--- config.mk ---
export PLATFORM = sky130hd
export DESIGN_NAME = d_trig_wr_arb
export DESIGN_NICKNAME = d
export VERILOG_FILES = /design/src/rtl/d_trig_wr_arb.sv
export SDC_FILE = /design/constraint.sdc
export NUM_CORES = 1
export LEC_CHECK = 0
export ABC_CLOCK_PERIOD_IN_PS = 2160
export CAP_MARGIN = 20
export CORE_UTILIZATION = 39
export DETAILED_ROUTE_END_ITERATION = 8
export PLACE_DENSITY = 0.79
export RECOVER_POWER = 25
export SETUP_SLACK_MARGIN = 0.3
export SKIP_CTS_REPAIR_TIMING = 1
export SYNTH_ARGS = -nofsm -noshare
export SYNTH_HDL_FRONTEND = slang
export SYNTH_SLANG_ARGS = --single-unit
--- constraint.sdc ---
create_clock -name C -period 2.16 [get_ports C]
set_input_delay 0.432 -clock C [delete_from_list [all_inputs] [get_ports C]]
set_output_delay 0.432 -clock C [all_outputs]
set_load 0.05 [all_outputs]
--- src/rtl/d_trig_wr_arb.sv ---
// d_trig_wr_arb
// Round-robin write arbiter and sequencer for a shared WIDTH-bit register
// bank built from synchronous-reset D-trigger cells. One requester at a time
// owns the bank; the owner's load/clear commands become registered bank
// controls (data, load strobe, synchronous-reset strobe).
//
// Ports:
//   C          in   clock, rising edge
//   R          in   asynchronous active-low reset
//   req        in   [NREQ]        ownership request, level
//   wr_en      in   [NREQ]        load command (owner only)
//   clr        in   [NREQ]        clear command (owner only, beats wr_en)
//   wr_data    in   [NREQ*WIDTH]  requester i data at [i*WIDTH +: WIDTH]
//   gnt        out  [NREQ]        one-hot registered grant
//   busy       out                high while a grant is active
//   bank_D     out  [WIDTH]       registered data to the bank D inputs
//   bank_load  out                one-cycle load strobe
//   bank_R     out                one-cycle synchronous-reset strobe (active high)
//
// Optional feature: define ARB_TIMEOUT_EN to force release after HOLD_MAX
// consecutive granted cycles and mask the released requester until it
// drops req for a cycle. Without it HOLD_MAX is unused.
module d_trig_wr_arb #(
  parameter int NREQ     = 4,
  parameter int WIDTH    = 8,
  parameter int HOLD_MAX = 4
) (
  input  logic                    C,
  input  logic                    R,
  input  logic [NREQ-1:0]         req,
  input  logic [NREQ-1:0]         wr_en,
  input  logic [NREQ-1:0]         clr,
  input  logic [NREQ*WIDTH-1:0]   wr_data,
  output logic [NREQ-1:0]         gnt,
  output logic                    busy,
  output logic [WIDTH-1:0]        bank_D,
  output logic                    bank_load,
  output logic                    bank_R
);

  localparam int IW = $clog2(NREQ);

  // Reject configurations the arbiter is not built for.
  if (NREQ < 2 || NREQ > 8 || HOLD_MAX < 1) begin : g_bad_cfg
    $error("d_trig_wr_arb: NREQ must be 2..8 and HOLD_MAX >= 1");
  end

  typedef enum logic [0:0] {
    ST_IDLE = 1'b0,
    ST_OWN  = 1'b1
  } state_t;

  state_t            state_q, state_d;
  logic [IW-1:0]     owner_q, owner_d;
  logic [IW-1:0]     ptr_q,   ptr_d;
  logic [NREQ-1:0]   gnt_q,   gnt_d;
  logic              busy_q,  busy_d;
  logic [WIDTH-1:0]  data_q,  data_d;
  logic              load_q,  load_d;
  logic              rst_q,   rst_d;
  logic [NREQ-1:0]   elig_s;
  logic [IW-1:0]     sel_s;

`ifdef ARB_TIMEOUT_EN
  localparam int HW = $clog2(HOLD_MAX + 1);
  logic [HW-1:0]     hold_q, hold_d;
  logic [NREQ-1:0]   mask_q, mask_d;
`endif

  // First set bit of elig at or above ptr, wrapping at NREQ-1 back to 0.
  // The extra index bit keeps ptr+i from overflowing before the wrap.
  function automatic logic [IW-1:0] rr_pick(input logic [NREQ-1:0] elig,
                                            input logic [IW-1:0]   ptr);
    logic [IW:0]   cand;
    logic [IW-1:0] pick;
    logic          found;
    pick  = '0;
    found = 1'b0;
    for (int i = 0; i < NREQ; i++) begin
      cand = {1'b0, ptr} + (IW+1)'(i);
      if (cand >= (IW+1)'(NREQ)) begin
        cand = cand - (IW+1)'(NREQ);
      end else begin
        cand = cand;
      end
      if (!found && elig[cand[IW-1:0]]) begin
        found = 1'b1;
        pick  = cand[IW-1:0];
      end else begin
        found = found;
      end
    end
    return pick;
  endfunction

  assign gnt       = gnt_q;
  assign busy      = busy_q;
  assign bank_D    = data_q;
  assign bank_load = load_q;
  assign bank_R    = rst_q;

  // Eligibility: timed-out requesters stay masked until they drop req.
`ifdef ARB_TIMEOUT_EN
  assign elig_s = req & ~mask_q;
`else
  assign elig_s = req;
`endif

  assign sel_s = rr_pick(elig_s, ptr_q);

  // Next-state, grant and bank-control decode.
  always_comb begin
    state_d = state_q;
    owner_d = owner_q;
    ptr_d   = ptr_q;
    gnt_d   = gnt_q;
    busy_d  = busy_q;
    data_d  = data_q;
    load_d  = 1'b0;
    rst_d   = 1'b0;
`ifdef ARB_TIMEOUT_EN
    hold_d  = hold_q;
    // A mask bit drops once its requester is seen with req low.
    mask_d  = mask_q & req;
`endif

    case (state_q)
      ST_IDLE: begin
        if (|elig_s) begin
          state_d = ST_OWN;
          owner_d = sel_s;
          gnt_d   = {{(NREQ-1){1'b0}}, 1'b1} << sel_s;
          busy_d  = 1'b1;
`ifdef ARB_TIMEOUT_EN
          hold_d  = '0;
`endif
        end else begin
          gnt_d  = '0;
          busy_d = 1'b0;
        end
      end

      ST_OWN: begin
        // Commands are executed even on the releasing cycle.
        if (gnt_q[owner_q]) begin
          if (clr[owner_q]) begin
            rst_d  = 1'b1;
            data_d = '0;
          end else if (wr_en[owner_q]) begin
            load_d = 1'b1;
            data_d = wr_data[owner_q*WIDTH +: WIDTH];
          end else begin
            data_d = data_q;
          end
        end else begin
          data_d = data_q;
        end

        if (!req[owner_q]) begin
          state_d = ST_IDLE;
          gnt_d   = '0;
          busy_d  = 1'b0;
          ptr_d   = (owner_q == IW'(NREQ-1)) ? '0 : owner_q + IW'(1);
        end
`ifdef ARB_TIMEOUT_EN
        else if (hold_q == HW'(HOLD_MAX-1)) begin
          state_d         = ST_IDLE;
          gnt_d           = '0;
          busy_d          = 1'b0;
          ptr_d           = (owner_q == IW'(NREQ-1)) ? '0 : owner_q + IW'(1);
          mask_d[owner_q] = 1'b1;
        end else begin
          hold_d = hold_q + HW'(1);
        end
`else
        else begin
          state_d = ST_OWN;
        end
`endif
      end

      default: begin
        state_d = ST_IDLE;
        gnt_d   = '0;
        busy_d  = 1'b0;
      end
    endcase
  end

  // State and registered outputs; reset clears grant and strobes at once.
  always_ff @(posedge C or negedge R) begin
    if (!R) begin
      state_q <= ST_IDLE;
      owner_q <= '0;
      ptr_q   <= '0;
      gnt_q   <= '0;
      busy_q  <= 1'b0;
      data_q  <= '0;
      load_q  <= 1'b0;
      rst_q   <= 1'b0;
`ifdef ARB_TIMEOUT_EN
      hold_q  <= '0;
      mask_q  <= '0;
`endif
    end else begin
      state_q <= state_d;
      owner_q <= owner_d;
      ptr_q   <= ptr_d;
      gnt_q   <= gnt_d;
      busy_q  <= busy_d;
      data_q  <= data_d;
      load_q  <= load_d;
      rst_q   <= rst_d;
`ifdef ARB_TIMEOUT_EN
      hold_q  <= hold_d;
      mask_q  <= mask_d;
`endif
    end
  end

endmodule

Word-level counts from Yosys, hierarchy flattened:

Index checks and enable logic that the tools add are counted.
Widths: inputs -> output; s select.

* shifts and indexed selects: 2
* mux-type cells: 45
* add/subtract/negate cells: 8
* reductions and logical operators: 11
* equal/unequal tests: 2
* bitwise logic cells: 2
* magnitude comparators: 9

Operator list (number)
* $shiftx 32x6->8: 1
* $mux 1: 21
* $mux 2: 9
* $bmux 1 s2: 8
* $mux 8: 2
* $lt 2x3->1 const B: 5
* $ge 3x3->1 const B: 3
* $mux 4: 2
* $pmux 4 s2: 1
* $sub 2x1->2 const B: 4
* $add 2x2->3 const B: 2
* $pmux 1 s2: 2
* $reduce_and 2->1: 2
* $reduce_or 4->1: 1
* $shl 1x2->4 const A: 1
* $add 2x1->3 const B: 1
* $ge 2x3->1 const B: 1
* $logic_and 1x1->1: 3
* $logic_not 1->1: 3
* $reduce_and 3->1: 1
* $add 2x1->2 const B: 1
* $eq 2x2->1 const B: 1
* $ne 2x2->1 const B: 1
* $not 1->1: 2
* $reduce_bool 2->1: 1

* word-level logic and storage cells: 87
* output and inout port bits: 15
* bits in registers: 20

Depth between registers and ports, before layout:

* word-level depth: 17
* gate-level depth with buffers: 5

Worst setup path after synthesis:

Ideal clock, no wire load.

* kind: flip-flop to flip-flop
* from: register gnt_q[3], in the netlist gnt[3]
* to: register data_q[7], in the netlist bank_D[7]
* required time: 2.038 ns
* buffers on the path: 0
* setup slack: 0.592 ns
* period minus slack after synthesis: 1.568 ns
* arrival time: 1.446 ns
* library setup time: 0.122 ns
* stages on the path, launching flop included: 5
* cell sequence: dfrtp_1 > mux4_2 > and2_4 > nand3b_4 > o2bb2ai_1

* word-level cells in the longest chain between the ends: 3

Ends and longest elaborated chain
* start: declaration: RTL line 56 `logic [NREQ-1:0] gnt_q, gnt_d;`
* start signal: assignment: RTL line 209 `gnt_q <= gnt_d;`
* $bmux 1 s2: RTL line 145 `if (gnt_q[owner_q]) begin`
* $mux 1 (implied by the code): RTL line 145
* $reduce_and 3->1 (no line)
* end signal: assignment: RTL line 211 `data_q <= data_d;`
* end: declaration: RTL line 58 `logic [WIDTH-1:0] data_q, data_d;`

No other way between the ends. The select of a mux whose other input is x is not followed.
A chain may end at the register's enable or synchronous reset.

Worst setup path in the final report:

* from: register owner_q[1]
* to: register ptr_q[1]

* word-level cells in the longest chain between the ends: 4
* elaborated cells between the ends (all ways): 7
* classes of those cells: add/sub (1); eq/ne (1); mux (3); bitwise (1); reduce/logical (1)

Ends and longest elaborated chain
* start: declaration: RTL line 54 `logic [IW-1:0] owner_q, owner_d;`
* start signal: assignment: RTL line 207 `owner_q <= owner_d;`
* $bmux 1 s2: RTL line 159 `if (!req[owner_q]) begin`
* $mux 1 (implied by the code): RTL line 159
* $not 1->1 (no line)
* $reduce_and 2->1 (no line)
* end signal: assignment: RTL line 208 `ptr_q <= ptr_d;`
* end: declaration: RTL line 55 `logic [IW-1:0] ptr_q, ptr_d;`

Several ways; a longest one is shown, not always the timed one. The select of a mux whose other input is x is not followed.

==> impl_metrics.ini <==
[floorplan]
rows = 19
core_sq_um = 2810
die_h_um = 57.1
die_w_um = 57.1
start_util_pct = 42.1
die-area_sq_um = 3260
pin_count = 61

[timing]
worst_slew_margin_rel_pct = 28.5
rsz0062_at_grt = no
finalHoldViolCount = 0
setup_tns_ns = 0
fin_crit_ns = 1.70
fmax_ghz = 0.587
clock_skew_ns = 0.0127
tightestPinTransition_ns = 1.07
slew_viol_final = 0
setup_viol = 0
final.period_utilization_pct = 78.8

[clock_tree]
cts-buffers-inserted = 3
cts_max_path_buffers = 2
cts_root_buffer = clkbuf_4
cts_tree = yes
cts_sinks = 20
insertion_delay_ns = 0.30
ctsHtreeMaxLevel = 1
path_clk_slew_ns = 0.12

[global_routing]
grt.overflow.total = 0
grt_pass1_wl_um = 4770
grtUsageTotal_pct = 19.2
antenna_found_initial = 0
grt_pass1_vias = 1003
met2_usage_pct = 32.9
grt_max_degree = 21
grtUsageMet1_pct = 25.8
use_met3_pct = 3.17
top_usage_layer = met2

[routing]
final_antenna_net_count = 0
vias = 994
first_iter_violations = 14
wl_um = 3010
via_per_inst = 5.40
drt_pass1_iterations = 4
drc = 0
wire_per_inst_um = 16.4

[critical_path]
worst_setup_path_end_kind = flop
path_class = flop to flop
worstPathMaxFanout = 14
crit_required_ns = 2.36
startpoint_type = flop
arrival_ns = 1.91

[finish]
antennaDiodeCount = 0
nets = 201
mostFrequentLayoutCell = clkdlybuf4s50_1
final_cell_mix = 44 x clkdlybuf4s50_1, 20 x dfrtp_1, 15 x dlymetal6s2s_1
drive_above_1_share_pct = 16.3
syn2layout_area_growth_pct = 61.2
fin_util_pct = 67.9

[outcome]
status = finished, final reports clean

[power]
vdd_drop_max_v = 0.000732
p_per_area_nw_per_um2 = 1360
p_leak_nw = 1.04

[synth]
yosysUniqueCellTypes = 29
yosys.area.top_type = dfrtp_1
yosysTopAreaCellShare_pct = 42.3
synth_cells = 90
syn_nets = 137
synth-seq-cells = 20
yosys_warnings = 0
ys_top_cells_by_area = dfrtp_1 42%, mux4_2 23%, o2bb2ai_1 5.9%, inv_1 3.2%, nand2b_1 2.1%
synth.cell_area_sq_um = 1180
avgSynthCellArea_sq_um = 13.1
seq_area_frac_synth_pct = 42.3

[place]
portBuffers = 60
gp_congestion = 0.811
post-dp-hpwl_um = 2430

[hold_path]
hold_class = flop to flop

[run]
max-cap-violations = 0
[layer usage]
metal  vias up  wire length [um]
met3         2                73
met4         0                21
met1       508              1260
li1        465                 -
met2        19              1650
met5         -                 0
[Yosys cell counts, drive strengths merged]
cell and count:
or2 1, and3 1, and2 2, a21o 2, o21ai 3, nor4 1, nand2b 5, o31ai 2
a21oi 2, dfrtp 20, o22a 1, mux4 12, ha 1, a22o 2, nor2b 1, buf 3
nand2 5, mux2 2, nand3b 1, inv 10, o22ai 1, a21boi 2, nor2 2, o2bb2ai 8
[logic make-up after synthesis]
| kind of cell | after synthesis | synth area share, % |
|---|---|---|
| simple gates | 19 | 10.8 |
| mux | 14 | 25.1 |
| compound gates | 23 | 15.6 |
| buf+inv | 13 | 5.19 |
| fa+ha+maj | 1 | 1.06 |
| flops | 20 | 42.3 |
[worst paths after layout]
check                      startpoint         to  slack (ns)  cells past startpoint
setup / recovery           owner_q[1]   ptr_q[1]        0.46                      3
hold / removal                   busy       busy        0.49                      2
setup reg to reg           owner_q[1]   ptr_q[1]        0.46                      3
hold reg to reg                  busy       busy        0.49                      2
max in group asynchronous           R       busy        0.69                      2
min in group asynchronous           R  bank_load        0.82                      2
[critical path, cell delays in order, from the launching register on]
cell      delay, ns
dfrtp_1        0.73
mux4_2         0.42
nand2b_4       0.17
mux2_4         0.29
[per-stage QoR]
step                hold slack (ns)  instance area, sq um  setup slack [ns]  total power [mW]  cells
global route                  0.511                  1910             0.402              2.73    184
detailed placement            0.472                  1810             0.118              2.31    180
global placement              0.471                  1810             0.200              2.27    180
floorplan                     0.136                  1180             0.592              1.84     90
finish                        0.489                  1910             0.458              2.60    184
CTS                           0.448                  1870             0.206              2.61    184
[state kept, by name, indices dropped and copies added, names as in the netlist]
signal	flops
bank_D	8
bank_load	1
gnt	4
state_q	1
bank_R	1
ptr_q	2
owner_q	2
busy	1
[power breakdown]
| group | switching [mW] | internal (mW) | total, mW |
|---|---|---|---|
| clock | 0.117 | 0.187 | 0.305 |
| combinational | 0.845 | 0.719 | 1.56 |
| sequential | 0.185 | 0.543 | 0.728 |
| total | 1.15 | 1.45 | 2.60 |
[layout make-up]
type | count | area (sq um)
fillers | 212 | 900
repair buffers | 62 | 649
multi-input cells | 57 | 627
flip-flops and latches | 20 | 500
well taps | 31 | 38.8
inverters | 10 | 37.5
clock inverters | 1 | 30.0
clock buffers | 3 | 22.5
(Power assumes the default switching activity.)
